**config.mk**
```make
export PLATFORM = sky130hd
export DESIGN_NAME = pulse_width_meter
export DESIGN_NICKNAME = d
export VERILOG_FILES = /design/src/rtl/pulse_width_meter.sv
export SDC_FILE = /design/constraint.sdc
export NUM_CORES = 1
export LEC_CHECK = 0
export BUFFER_PORTS_ARGS = -buffer_cell sky130_fd_sc_hd__buf_2
export CAP_MARGIN = 20
export CORE_AREA = 2 2 63 65
export DETAILED_ROUTE_END_ITERATION = 6
export DIE_AREA = 0 0 65 67
export PLACE_DENSITY = 0.69
export SLEW_MARGIN = 40
export SYNTH_ARGS = -nofsm -noshare
export SYNTH_HDL_FRONTEND = slang
export SYNTH_SLANG_ARGS = --single-unit
```
**constraint.sdc**
```tcl
create_clock -name CLK -period 5.15 [get_ports CLK]
set_input_delay 0.515 -clock CLK [delete_from_list [all_inputs] [get_ports CLK]]
set_output_delay 0.515 -clock CLK [all_outputs]
set_load 0.005 [all_outputs]
```
**src/rtl/pulse_width_meter.sv**
```systemverilog
// -----------------------------------------------------------------------------
// pulse_width_meter
//
// Measures the high-time of a signal, in CLK cycles, from the single-cycle
// rising/falling edge pulses (RE/FE) of an upstream edge-detect stage.
// Each accepted pulse produces one result word on a VALID/READY handshake.
//
// Features:
//   - saturating width counter (max 2^CNT_W-1, flagged on SAT)
//   - minimum-width glitch filter (pulses shorter than MIN_W are dropped)
//   - sticky overrun flag (OVR) when an unconsumed result is overwritten
//
// Optional build macro:
//   PWM_PERIOD_MEAS_EN - adds the PERIOD output, which reports the
//                        RE-to-RE distance for the pulse just captured.
// -----------------------------------------------------------------------------
module pulse_width_meter #(
    parameter int CNT_W = 16,
    parameter int MIN_W = 2
) (
    input  logic             CLK,
    input  logic             RSTN,
    input  logic             RE,
    input  logic             FE,
    input  logic             READY,
    output logic             VALID,
    output logic [CNT_W-1:0] WIDTH,
    output logic             SAT,
    output logic             OVR,
    output logic             BUSY
`ifdef PWM_PERIOD_MEAS_EN
    ,
    output logic [CNT_W-1:0] PERIOD
`endif
);

    // FSM encoding kept as plain constants for compatibility with older tools.
    localparam logic [0:0] ST_IDLE = 1'b0;
    localparam logic [0:0] ST_HIGH = 1'b1;

    localparam logic [CNT_W-1:0] CNT_MAX = '1;
    localparam logic [CNT_W-1:0] CNT_ONE = CNT_W'(1);
    localparam logic [CNT_W-1:0] MIN_CNT = CNT_W'(MIN_W);

    logic [0:0]       state;
    logic [CNT_W-1:0] cnt;
    logic             cnt_sat;
    logic             capture;
    logic             xfer;

    // The counter saturates at its maximum, so "at max" is the same as
    // "true width has reached or exceeded the maximum".
    assign cnt_sat = (cnt == CNT_MAX);

    // A result is produced only when a timed pulse ends and passes the filter.
    assign capture = (state == ST_HIGH) && FE && (cnt >= MIN_CNT);

    // A handshake transfer happens whenever a held result meets READY.
    assign xfer = VALID && READY;

    // BUSY is a direct decode of the state register, so it is glitch-free.
    assign BUSY = (state == ST_HIGH);

    // Pulse timing FSM and saturating width counter.
    // NOTE: sequential state uses non-blocking (<=) so every register samples
    // the pre-edge values of the others, independent of statement order.
    always_ff @(posedge CLK or negedge RSTN) begin
        if (!RSTN) begin
            state <= ST_IDLE;
            cnt   <= '0;
        end else begin
            case (state)
                ST_IDLE: begin
                    // FE here is ignored: covers an input already high out of reset.
                    if (RE) begin
                        state <= ST_HIGH;
                        cnt   <= CNT_ONE;
                    end
                end
                ST_HIGH: begin
                    if (FE) begin
                        if (RE) begin
                            // Fall and new rise in the same cycle: keep timing.
                            cnt <= CNT_ONE;
                        end else begin
                            state <= ST_IDLE;
                            cnt   <= '0;
                        end
                    end else if (RE) begin
                        // A second rise without a fall: restart, no result.
                        cnt <= CNT_ONE;
                    end else if (!cnt_sat) begin
                        cnt <= cnt + CNT_ONE;
                    end
                end
                default: begin
                    state <= ST_IDLE;
                    cnt   <= '0;
                end
            endcase
        end
    end

    // Result registers, VALID/READY handshake and sticky overrun flag.
    always_ff @(posedge CLK or negedge RSTN) begin
        if (!RSTN) begin
            VALID <= 1'b0;
            WIDTH <= '0;
            SAT   <= 1'b0;
            OVR   <= 1'b0;
        end else if (capture) begin
            VALID <= 1'b1;
            WIDTH <= cnt;
            SAT   <= cnt_sat;
            if (VALID && !READY) begin
                // The previous result is lost without ever being consumed.
                OVR <= 1'b1;
            end else if (xfer) begin
                // The previous result leaves as the new one arrives.
                OVR <= 1'b0;
            end
        end else if (xfer) begin
            VALID <= 1'b0;
            OVR   <= 1'b0;
        end
    end

`ifdef PWM_PERIOD_MEAS_EN
    logic [CNT_W-1:0] period_cnt;
    logic [CNT_W-1:0] period_latch;

    // Free RE-to-RE counter: idle at 0 until the first RE, so the first
    // pulse after reset reports a period of 0. Its value is latched on RE.
    always_ff @(posedge CLK or negedge RSTN) begin
        if (!RSTN) begin
            period_cnt   <= '0;
            period_latch <= '0;
        end else if (RE) begin
            period_cnt   <= CNT_ONE;
            period_latch <= period_cnt;
        end else if ((period_cnt != '0) && (period_cnt != CNT_MAX)) begin
            period_cnt <= period_cnt + CNT_ONE;
        end
    end

    // PERIOD is published together with WIDTH for the pulse being captured.
    always_ff @(posedge CLK or negedge RSTN) begin
        if (!RSTN) begin
            PERIOD <= '0;
        end else if (capture) begin
            PERIOD <= period_latch;
        end
    end
`else
    // Period measurement not built: no PERIOD port and no period counter.
`endif

endmodule
```
-- After elaboration in Yosys (flattened, before gate mapping)
Index checks and enable logic that the tools add are counted.
- register bits: 36
- bits of input ports: 5
- logic and storage cells: 33
- $add $sub $neg: 1
- $lt $le $gt $ge: 1
- eq/ne operators: 3
- multiplexer cells: 14
- bitwise operators: 1
- reduce and logical (&&, ||, !) cells: 7
- operator list (kind ; number):
    16-bit two-way mux ; 4
    16-bit case mux with 2 select lines ; 1
    16-bit by 1-bit adder with 16-bit output, second input constant ; 1
    16-bit equality test, second input constant ; 1
    16-bit by 2-bit >= comparator with 1-bit output, second input constant ; 1
    1-bit two-way mux ; 8
    1-bit logical AND ; 4
    4-bit inequality test, second input constant ; 1
    2-bit inequality test, second input constant ; 1
    1-bit case mux with 2 select lines ; 1
    2-bit AND reduction ; 1
    2-bit nonzero test ; 1
    1-bit logical NOT ; 1
    1-bit NOT ; 1

-- Depth between registers and ports, before layout
- word-level depth: 5
- mapped depth: 7
- gate-level depth less buffers: 6

-- Worst setup path after synthesis
OpenSTA, ideal clock, no wires.
- path kind: reg2reg
- start point: register cnt[0]
- end point: register WIDTH[0]
- arrival: 1.682 ns
- required time: 5.025 ns
- slack: 3.343 ns
- stages on the path, launching flop included: 7
- clock period less this slack: 1.807 ns
- cell sequence: dfrtp_1 > inv_1 > ha_1 > nor4_1 > a41oi_2 > buf_6 > mux2_4
- cells in the longest elaborated chain, start to end: 2
- RTL lines (element ; line ; RTL):
    from (decl) ; 46 ; logic [CNT_W-1:0] cnt;
    from (signal assigned) ; 93 ; cnt <= cnt + CNT_ONE;
    16-bit by 2-bit >= comparator with 1-bit output ; 56 ; assign capture = (state == ST_HIGH) && FE && (cnt >= MIN_CNT);
    1-bit logical AND ; 56 ;
    to (signal assigned) ; 113 ; WIDTH <= cnt;
    to (decl) ; 27 ; output logic [CNT_W-1:0] WIDTH,
Parallel ways exist; a longest one is shown, timed or not.
A chain may end at the register's enable or synchronous reset.

-- Worst setup path in the final report
- start point: register cnt[1]
- end point: register cnt[14]
- cells in the longest elaborated chain, start to end: 5
- RTL lines (element ; line ; RTL):
    16-bit by 1-bit adder with 16-bit output ; 93 ;
    16-bit two-way mux ; 92 ; end else if (!cnt_sat) begin
    16-bit two-way mux ; 89 ; end else if (RE) begin
    16-bit two-way mux ; 81 ; if (FE) begin
    16-bit case mux with 2 select lines ; 72 ; case (state)
Parallel ways exist; a longest one is shown, timed or not. The select of a mux whose other input is x is not followed.

==> qor.csv <==
stage;metric;value;unit
floorplan;Die Y;67;um
place;dpl hpwl;2.41;mm
logic_synthesis;FFs w/ async S/R, synth;100;%
finish;Syn-to-layout area delta;15.2;%
timing;post-route minimum period;1.98;ns
floorplan;Die Area;4360;sq um
grt;antenna violations before repair;0;
cts;worst skew pair latency;0.29;ns
timing;Slew Limit Fails;0;
grt;first-pass GRT wire length;5.88;mm
grt;number of global-route vias before repair;1205;
logic_synthesis;synthesized cell area;1770;sq um
floorplan;Initial Util;49.2;%
pwr;internal power;0.465;mW
timing;Final Cycle Share;38.5;%
timing;Final setup viols;0;
pwr;worst IR drop on VDD;139;uV
worst_setup_path;Worst EP arrival;2.17;ns
floorplan;Core ar.;3610;sq um
worst_setup_path;Worst Setup Path Type;reg2reg;
cts;clock root buffer;clkbuf_8;
drt;DR vias;1322;
timing;Setup TNS Final;0;ns
pwr;pwr/cell area;291;nW/um^2
finish;leading cell type in the layout, fill and taps excluded;dfrtp_1;
finish;Nets;182;
floorplan;I/O pin cnt;25;
drt;via density per instance;5.90;
cts;total setup buffers inserted after CTS;0;
timing;RSZ-0062 raised after global routing;no;
drt;routed length per placed instance;15.7;um
floorplan;Die Width;65;um
floorplan;Rows;22;
finish;n_diodes;0;
cts;TritonCTS buffer count;5;
place;routability cong.;0.859;
flow_run;Max-cap violations;0;
drt;Final Routed Wirelength;3.51;mm
cts;clock transition at the registers of the reported paths;0.07;ns
logic_synthesis;Synth Area per Inst;11.9;sq um
worst_setup_path;CP Max Fanout;9;
pwr;net switching power;0.131;mW
worst_setup_path;CP startpoint kind;flip-flop;
logic_synthesis;synth warn;0;
finish;layout cell share with drive strength beyond 1;31.3;%
worst_hold_path;worst min path class;in2async;
status;outcome;complete, no violations;
pwr;Leakage;0.956;nW
pwr;combinational power share;8.6;%
timing;Setup Skew;0.00652;ns
drt;Iter 0 DRT Violations;63;
timing;Hold Vio Cnt, Final;0;
drt;ANT nets after route;0;
finish;fin util;56.7;%
grt;largest net degree at the start of global routing;37;
cts;post-CTS sizing;0;
logic_synthesis;Post-synth EDFFs;0;
drt;DRT Pass-1 Iters;4;
timing;Worst slew margin;53.4;%
place;dpl cells;216;
grt;GRT Total Usage;18.4;%
drt;drc violations;0;
worst_setup_path;CP required;5.34;ns
grt;grt ovf;0;
cts;cts hold-fix bufs;0;
cts;CTS tree;done;
logic_synthesis;post-synth top area share;50.8;%
logic_synthesis;Main synth FF type;dfrtp_1;
pwr;Sw Ratio;21.9;%
place;Port Buffers;24;
logic_synthesis;#FFs+latches synth;36;
logic_synthesis;Mapped Nets;156;
timing;FMAX;0.504;GHz
logic_synthesis;Synth Instances;149;
finish;Non-Filler Instances;224;
cts;Clock Path Buffers;2;
pwr;clock share of power;40.1;%
pwr;share of total power in sequential cells;51.3;%
cts;# H-tree levels;2;
logic_synthesis;top area cells in the synthesized netlist;dfrtp_1 51%, mux2_4 6.8%, mux2_2 5.7%, a21oi_1 3.4%, or4_1 3.0%;
timing;Worst-Margin Slew;0.693;ns
finish;commonest non-fill, non-tap cells in the layout;36 x dfrtp_1, 23 x buf_2, 12 x a21oi_1;
logic_synthesis;post-synthesis sequential area ratio;50.8;%
logic_synthesis;area leader, netlist;dfrtp_1;
logic_synthesis;Yosys cell types;42;
cts;Clock Sink Count;36;
worst_setup_path;Worst setup EP type;flip-flop;
-- per-layer routing --
layer | routed length (um) | global-route usage, %
met1 | 1600 | 24.2
met2 | 1680 | 27.8
met3 | 171 | 5.57
met4 | 56 | 8.24
met5 | 0 | 0
-- cell usage after synthesis, types with 2 or more instances --
master,instances
dfrtp_1,36
a21oi_1,12
mux2_2,9
mux2_4,8
nand2_1,7
or4_1,7
nor4_1,6
o31ai_1,6
nand2b_1,5
nand3_1,4
nand4_1,4
buf_2,3
inv_1,3
nor2_1,3
o21ai_1,3
or3_1,3
a31oi_1,2
and4_1,2
ha_1,2
o21ai_0,2
-- power by group through the flow --
stage | registers (mW) | logic, mW | clock network, mW
global route | 0.307 | 0.0567 | 0.258
detailed placement | 0.310 | 0.0521 | 0
floorplan | 0.309 | 0.0285 | 0
global placement | 0.310 | 0.0501 | 0
finish | 0.305 | 0.0511 | 0.239
CTS | 0.305 | 0.0518 | 0.243
-- flip-flops by register name, summed over array words and instances (netlist names), named ones only --
signal / cells
cnt: 16
VALID: 1
WIDTH: 16
BUSY: 1
SAT: 1
-- critical path, stage by stage (launching register included) --
cell	delay (ns)
dfrtp_1	0.48
ha_1	0.23
nand4_1	0.32
nor4b_2	0.48
a31oi_1	0.15
a41o_1	0.22
-- cell type report --
cell class	instances	area, sq um
Clock inverter	2	35.0
Timing Repair Buffer	25	130
Sequential cell	36	901
Multi-Input combinational cell	104	833
Tap cell	48	60.1
Inverter	3	11.3
Clock buffer	6	72.6
Fill cell	300	1560
-- through the flow --
step	instance area [sq um]	worst slack, ns	hold slack [ns]	power, mW
CTS	2040	3.19	0.327	0.600
detailed placement	1930	3.18	0.487	0.362
finish	2040	3.17	0.170	0.595
global placement	1920	3.03	0.471	0.360
global route	2040	2.97	0.196	0.622
floorplan	1770	3.34	0.219	0.338
-- cells by family after synthesis --
kind of cell               count (synthesis)  share of synthesized area, %
AOI/OAI and AO/OA                         33                          12.3
xor gates and xnor gates                   1                         0.494
adders and majority gates                  2                          1.41
buffers and inverters                      9                          2.75
DFF                                       36                          50.8
muxes                                     18                          13.0
and+or+nand+nor                           50                          19.2
-- worst paths after layout --
check / from / endpoint / slack [ns] / cells past startpoint
setup reg to reg: cnt[1] / cnt[14] / 3.17 / 5
max in group asynchronous: RSTN / WIDTH[8] / 4.66 / 1
min in group CLK: READY / flip-flop / 0.41 / 2
hold reg to reg: VALID / flip-flop / 0.49 / 1
setup / recovery: cnt[1] / cnt[14] / 3.17 / 5
hold / removal: RSTN / cnt[0] / 0.17 / 1
No activity file was read; power rests on OpenSTA's default activity.
